## config.mk

```make
export PLATFORM = sky130hd
export DESIGN_NAME = ram_grid_port_flat
export DESIGN_NICKNAME = d
export VERILOG_FILES = /design/src/rtl/sudoku_pkg.sv /design/src/rtl/ram_grid_port_if.sv /design/src/rtl/ram_grid_port.sv /design/src/flat_wrapper.sv
export SDC_FILE = /design/constraint.sdc
export NUM_CORES = 1
export LEC_CHECK = 0
export CAP_MARGIN = 20
export CORE_UTILIZATION = 42
export CTS_CLUSTER_SIZE = 25
export DETAILED_ROUTE_END_ITERATION = 8
export PLACE_DENSITY_LB_ADDON = 0.08
export SLEW_MARGIN = 10
export SYNTH_ARGS = -nofsm -noshare
export SYNTH_HDL_FRONTEND = slang
export SYNTH_SLANG_ARGS = --single-unit
```

## constraint.sdc

```tcl
create_clock -name clk -period 1.79 [get_ports clk]
set_input_delay 0.358 -clock clk [delete_from_list [all_inputs] [get_ports clk]]
set_output_delay 0.358 -clock clk [all_outputs]
set_load 0.01 [all_outputs]
```

## src/rtl/sudoku_pkg.sv

```systemverilog
// Shared constants and state type for the sudoku grid RAM port.
// Grid size, RAM address width and the port FSM encoding.
package sudoku_pkg;

  localparam int CELLS  = 81;
  localparam int ADDR_W = 7;

  typedef enum logic [2:0] {
    IDLE,
    LOAD,
    RD_ISSUE,
    RD_HOLD,
    DONE
  } state_e;

endpackage

```

## src/rtl/ram_grid_port_if.sv

```systemverilog
// Stream and RAM bus bundle for the grid RAM port.
// master = the port block, slave = streams plus RAM beside it.
interface ram_grid_port_if #(
  parameter int Width = 8
) ();
  import sudoku_pkg::*;

  logic              in_valid;
  logic [Width-1:0]  in_data;
  logic              in_ready;

  logic              out_valid;
  logic [Width-1:0]  out_data;
  logic              out_ready;

  logic              RAM_ceb;
  logic              RAM_web;
  logic [ADDR_W-1:0] RAM_A;
  logic [Width-1:0]  RAM_D;
  logic [Width-1:0]  RAM_Q;

  modport master (
    input  in_valid, in_data,
    output in_ready,
    output out_valid, out_data,
    input  out_ready,
    output RAM_ceb, RAM_web, RAM_A, RAM_D,
    input  RAM_Q
  );

  modport slave (
    output in_valid, in_data,
    input  in_ready,
    input  out_valid, out_data,
    output out_ready,
    input  RAM_ceb, RAM_web, RAM_A, RAM_D,
    output RAM_Q
  );

endinterface

```

## src/rtl/ram_grid_port.sv

```systemverilog
// Loads a grid of Cells values into an external RAM from a stream,
// or dumps it back out, one RAM access per cell.
module ram_grid_port
  import sudoku_pkg::*;
#(
  parameter int Width = 8,
  parameter int Cells = CELLS
) (
  input  logic            clk,
  input  logic            rst,
  input  logic            start_load,
  input  logic            start_dump,
  output logic            busy,
  output logic            done,
  ram_grid_port_if.master bus
);

  localparam logic [ADDR_W-1:0] LAST = ADDR_W'(Cells - 1);

  state_e            state_q, state_d;
  logic [ADDR_W-1:0] cnt_q, cnt_d;
  logic              ceb_q, ceb_d;
  logic              web_q, web_d;
  logic [ADDR_W-1:0] a_q, a_d;
  logic [Width-1:0]  d_q, d_d;
  logic              ov_q, ov_d;
  logic [Width-1:0]  od_q, od_d;
  logic              done_q, done_d;

  // Next state plus next value of every registered output.
  always_comb begin
    state_d = state_q;
    cnt_d   = cnt_q;
    ceb_d   = 1'b0;
    web_d   = 1'b1;
    a_d     = a_q;
    d_d     = d_q;
    ov_d    = ov_q;
    od_d    = od_q;
    unique case (state_q)
      IDLE: begin
        if (start_load) begin
          state_d = LOAD;
          cnt_d   = '0;
        end else if (start_dump) begin
          state_d = RD_ISSUE;
          cnt_d   = '0;
          ceb_d   = 1'b1;
          a_d     = '0;
        end
      end
      LOAD: begin
        if (bus.in_valid) begin
          ceb_d = 1'b1;
          web_d = 1'b0;
          a_d   = cnt_q;
          d_d   = bus.in_data;
          if (cnt_q == LAST) begin
            state_d = DONE;
          end else begin
            cnt_d = cnt_q + 1'b1;
          end
        end
      end
      RD_ISSUE: begin
        od_d    = bus.RAM_Q;
        ov_d    = 1'b1;
        state_d = RD_HOLD;
      end
      RD_HOLD: begin
        if (bus.out_ready) begin
          ov_d = 1'b0;
          if (cnt_q == LAST) begin
            state_d = DONE;
          end else begin
            cnt_d   = cnt_q + 1'b1;
            a_d     = cnt_q + 1'b1;
            ceb_d   = 1'b1;
            state_d = RD_ISSUE;
          end
        end
      end
      DONE: begin
        state_d = IDLE;
      end
      default: begin
        state_d = IDLE;
      end
    endcase
    done_d = (state_d == DONE);
  end

  // State and output registers with synchronous reset.
  always_ff @(posedge clk) begin
    if (rst) begin
      state_q <= IDLE;
      cnt_q   <= '0;
      ceb_q   <= 1'b0;
      web_q   <= 1'b1;
      a_q     <= '0;
      d_q     <= '0;
      ov_q    <= 1'b0;
      od_q    <= '0;
      done_q  <= 1'b0;
    end else begin
      state_q <= state_d;
      cnt_q   <= cnt_d;
      ceb_q   <= ceb_d;
      web_q   <= web_d;
      a_q     <= a_d;
      d_q     <= d_d;
      ov_q    <= ov_d;
      od_q    <= od_d;
      done_q  <= done_d;
    end
  end

  assign busy          = (state_q != IDLE);
  assign done          = done_q;
  assign bus.in_ready  = (state_q == LOAD);
  assign bus.out_valid = ov_q;
  assign bus.out_data  = od_q;
  assign bus.RAM_ceb   = ceb_q;
  assign bus.RAM_web   = web_q;
  assign bus.RAM_A     = a_q;
  assign bus.RAM_D     = d_q;

endmodule

```

## src/flat_wrapper.sv

```systemverilog
// flat-port wrapper written by rule: the top's interface ports become plain ports
module ram_grid_port_flat import sudoku_pkg::*;
#(
  parameter int Width = 8,
  parameter int Cells = CELLS
)
  (clk, rst, start_load, start_dump, busy, done, bus_in_valid, bus_in_data, bus_in_ready, bus_out_valid, bus_out_data, bus_out_ready, bus_RAM_ceb, bus_RAM_web, bus_RAM_A, bus_RAM_D, bus_RAM_Q);
  ram_grid_port_if #(.Width(Width)) bus_i ();
  input  logic clk;
  input  logic rst;
  input  logic start_load;
  input  logic start_dump;
  output logic busy;
  output logic done;
  input wire logic [$bits(bus_i.in_valid)-1:0] bus_in_valid;
  input wire logic [$bits(bus_i.in_data)-1:0] bus_in_data;
  output wire logic [$bits(bus_i.in_ready)-1:0] bus_in_ready;
  output wire logic [$bits(bus_i.out_valid)-1:0] bus_out_valid;
  output wire logic [$bits(bus_i.out_data)-1:0] bus_out_data;
  input wire logic [$bits(bus_i.out_ready)-1:0] bus_out_ready;
  output wire logic [$bits(bus_i.RAM_ceb)-1:0] bus_RAM_ceb;
  output wire logic [$bits(bus_i.RAM_web)-1:0] bus_RAM_web;
  output wire logic [$bits(bus_i.RAM_A)-1:0] bus_RAM_A;
  output wire logic [$bits(bus_i.RAM_D)-1:0] bus_RAM_D;
  input wire logic [$bits(bus_i.RAM_Q)-1:0] bus_RAM_Q;
  assign bus_i.in_valid = bus_in_valid;
  assign bus_i.in_data = bus_in_data;
  assign bus_in_ready = bus_i.in_ready;
  assign bus_out_valid = bus_i.out_valid;
  assign bus_out_data = bus_i.out_data;
  assign bus_i.out_ready = bus_out_ready;
  assign bus_RAM_ceb = bus_i.RAM_ceb;
  assign bus_RAM_web = bus_i.RAM_web;
  assign bus_RAM_A = bus_i.RAM_A;
  assign bus_RAM_D = bus_i.RAM_D;
  assign bus_i.RAM_Q = bus_RAM_Q;
  ram_grid_port #(.Width(Width), .Cells(Cells)) u_core (.clk(clk), .rst(rst), .start_load(start_load), .start_dump(start_dump), .busy(busy), .done(done), .bus(bus_i));
endmodule
```

==> impl_metrics.ini, run 1 <==
[cells_and_area]
seq_area_um2 = 742
antenna_cells = 0
fill_cells = 335
final_common_cell = nand2_1
area_growth_syn_to_layout_pct = 48.2
final_cell_mix = nand2_1 (50), clkdlybuf4s50_1 (48), dfxtp_1 (36)
drive_gt1_frac = 0.145
nets = 298
multi_input_area_um2 = 910

[yosys]
async_flop_share = 0
synthAdderAreaFrac = 0.0146
postSynthAreaPerCell_um2 = 8.36
ys_seq_area_frac = 0.432
netlist_area_um2 = 1710
synth_top_family_by_area = simple AND/OR/NAND/NOR gates
synthMuxAreaShare = 0.00657
yosys_warnings = 0
synth-edff-count = 0
synth-xor-area-share = 0.0409
synth_compound_gate_area_share = 0.207
ys_seq_elements = 37
synth_simple_gate_area_share = 0.253
synthCells = 205
synth_fp_nets = 229
synth_ff_type = dfxtp_1
yosysUniqueCellTypes = 43

[place]
routabilityCongestion = 0.810
hpwl_um = 2980
numPortBuffers = 50

[sta]
rsz0062_at_grt = no
layout_min_cycle_time_ns = 1.74
whs_ns = 0.454
slew_viol_final = 0
tightest_slew_ns = 0.338
finalHoldViolCount = 0
setup_viol = 0
fin_skew_ns = 0.00383
maxSlewHeadroom = 0.769
period_share = 0.971
max_freq_mhz = 575

[worst_setup_path]
cp.required_ns = 1.43
max_stage_delay_ns = 0.35
cp-end-kind = output port
cp_max_fo = 6
slowest_stage = dfxtp_1
worstSetupPathType = register to output port
worst_ep_arrival_time_ns = 1.38
startpoint_type = register
path_cells = buf_4 -> or3_1 -> dlygate4sd2_1

[detailed_routing]
drtIter0Drc = 68
drc_errors = 0
first_pass_iters = 4
routed_wl_um = 4090
viasPerCell = 5.10
ant_nets = 0
wire_per_inst_um = 12.7
vias = 1646

[floorplan]
fp.coreArea_um2 = 3800
die_h_um = 65.9
rows = 22
dieArea_um2 = 4340
start_util = 0.451
io_pins = 51
fp.dieW_um = 65.9

[power_and_ir_drop]
leakage_nw = 0.952
power_mw = 2.04
ir_drop_mv = 0.543
powerDensity_nw_per_um2 = 801

[clock_tree]
cts-root-buf = clkbuf_8
cts_buffer_depth = 2
cts_num_sinks = 37
clkLatencyLatePin_ns = 0.28
htree_levels = 2
clk_pin_slew_ns = 0.08
cts_tree = built
numCtsBuffers = 5

[worst_hold_path]
hold_class = register to register

[grt]
grt_pass1_vias = 1497
grt_antenna_before_repair = 0
grt_pass1_wl_um = 6650
grt_start_max_net_pins = 19
overflow = 0
track_usage = 0.197

[flow_run]
drv_cap = 0

[run_status]
status = complete, no violations
[sequential cells by signal, indices dropped and copies added, names as in the netlist]
register / cells
u_core.bus.RAM_A: 7
u_core.bus.RAM_D: 8
u_core.bus.RAM_ceb: 1
u_core.bus.RAM_web: 1
u_core.bus.out_data: 8
u_core.bus.out_valid: 1
u_core.cnt_q: 7
u_core.done: 1
u_core.state_q: 3
[where the power goes]
part	leakage [nW]	internal, mW	switching (mW)
sequential	0.301	0.857	0.0234
combinational	0.594	0.214	0.190
clock	0.0574	0.453	0.299
total	0.952	1.52	0.512
[worst paths after layout]
kind	startpoint	end	slack, ns	depth (start not counted)
worst max-delay path	u_core.state_q[2]	busy	0.05	3
worst min-delay path	u_core.bus.out_data[5]	u_core.bus.out_data[5]	0.45	2
worst max register to register	u_core.cnt_q[0]	u_core.bus.RAM_A[6]	0.11	7
worst min register to register	u_core.bus.out_data[5]	u_core.bus.out_data[5]	0.45	2
[critical path: cells and delay by family, from the launching register on]
kind,cells,cell delay (ns)
DFF,1,0.35
buffers and inverters,2,0.45
and+or+nand+nor,1,0.29
[kinds of logic (layout without fill, tap and decap cells)]
logic type	Yosys count	in the layout
flops	37	37
mux	1	1
buf+inv	17	87
xor+xnor	8	8
compound gates	50	50
fa+ha+maj	2	2
simple gates	90	90
[layout make-up]
type,count,area share
Clock buffer,6,0.0325
Clock inverter,2,0.0148
Inverter,5,0.00739
Multi-Input combinational cell,151,0.358
Sequential cell,37,0.292
Tap cell,48,0.0236
Timing Repair Buffer,74,0.272
[metal layers]
layer / vias to the layer above / global-route usage / share of wire
met5: - / 0 / 0
met2: 39 / 0.324 / 0.46
li1: 851 / - / -
met1: 752 / 0.255 / 0.49
met3: 4 / 0.0448 / 0.045
met4: 0 / 0.0571 / 0.0056
[cells in the mapped netlist, types with 2 or more instances]
| library cell | n | area [µm²] |
|---|---|---|
| a2111oi_1 | 2 | 20.0 |
| a21oi_1 | 25 | 125 |
| a32o_1 | 2 | 20.0 |
| and2_1 | 2 | 12.5 |
| and3_1 | 3 | 18.8 |
| buf_1 | 2 | 7.51 |
| buf_2 | 5 | 25.0 |
| clkbuf_1 | 4 | 15.0 |
| dfxtp_1 | 37 | 741 |
| ha_1 | 2 | 25.0 |
| inv_1 | 5 | 18.8 |
| nand2_1 | 50 | 188 |
| nand2b_1 | 3 | 18.8 |
| nand3_1 | 10 | 50.1 |
| nand4_1 | 2 | 12.5 |
| nor2_1 | 8 | 30.0 |
| nor2b_1 | 3 | 18.8 |
| nor3_1 | 2 | 10.0 |
| nor4_1 | 2 | 12.5 |
| o21ai_0 | 5 | 25.0 |
| o2bb2ai_1 | 2 | 17.5 |
| o32a_1 | 2 | 20.0 |
| xnor2_1 | 5 | 43.8 |
| xor2_1 | 3 | 26.3 |
[repair_timing]
| action | 4_1_cts | 5_1_grt |
|---|---|---|
| cloned | 0 | 0 |
| endpoints found under the hold margin | 0 | 0 |
| endpoints found under the setup margin | 3 | 6 |
| hold buffers | 0 | 0 |
| setup buffers | 0 | 0 |
| resized for setup | 4 | 1 |
| pin swaps | 0 | 0 |
[metrics by stage]
step                      setup slack [ns]  setup TNS (ns)  instance area, µm²   util  instances
after detailed placement            -0.281           -2.99                2410  0.634        315
after floorplan                     0.0771               0                1710      -        205
after global routing              0.000730               0                2540  0.669        323
final                               0.0514               0                2540  0.669        323
after CTS                           0.0484               0                2540  0.668        323
after global placement              -0.267           -2.81                2410  0.634        315
No activity file was read; power rests on OpenSTA's default activity.
==> run 2, diff against run 1 <==
--- a/config.mk
+++ b/config.mk
@@ -7,6 +7,7 @@
 export LEC_CHECK = 0
 export CAP_MARGIN = 20
 export CORE_UTILIZATION = 42
+export CTS_CLUSTER_DIAMETER = 40
 export CTS_CLUSTER_SIZE = 25
 export DETAILED_ROUTE_END_ITERATION = 8
 export PLACE_DENSITY_LB_ADDON = 0.08
==> results of run 2 <==
Final layout, timing and power as in run 1 (identical DEF).
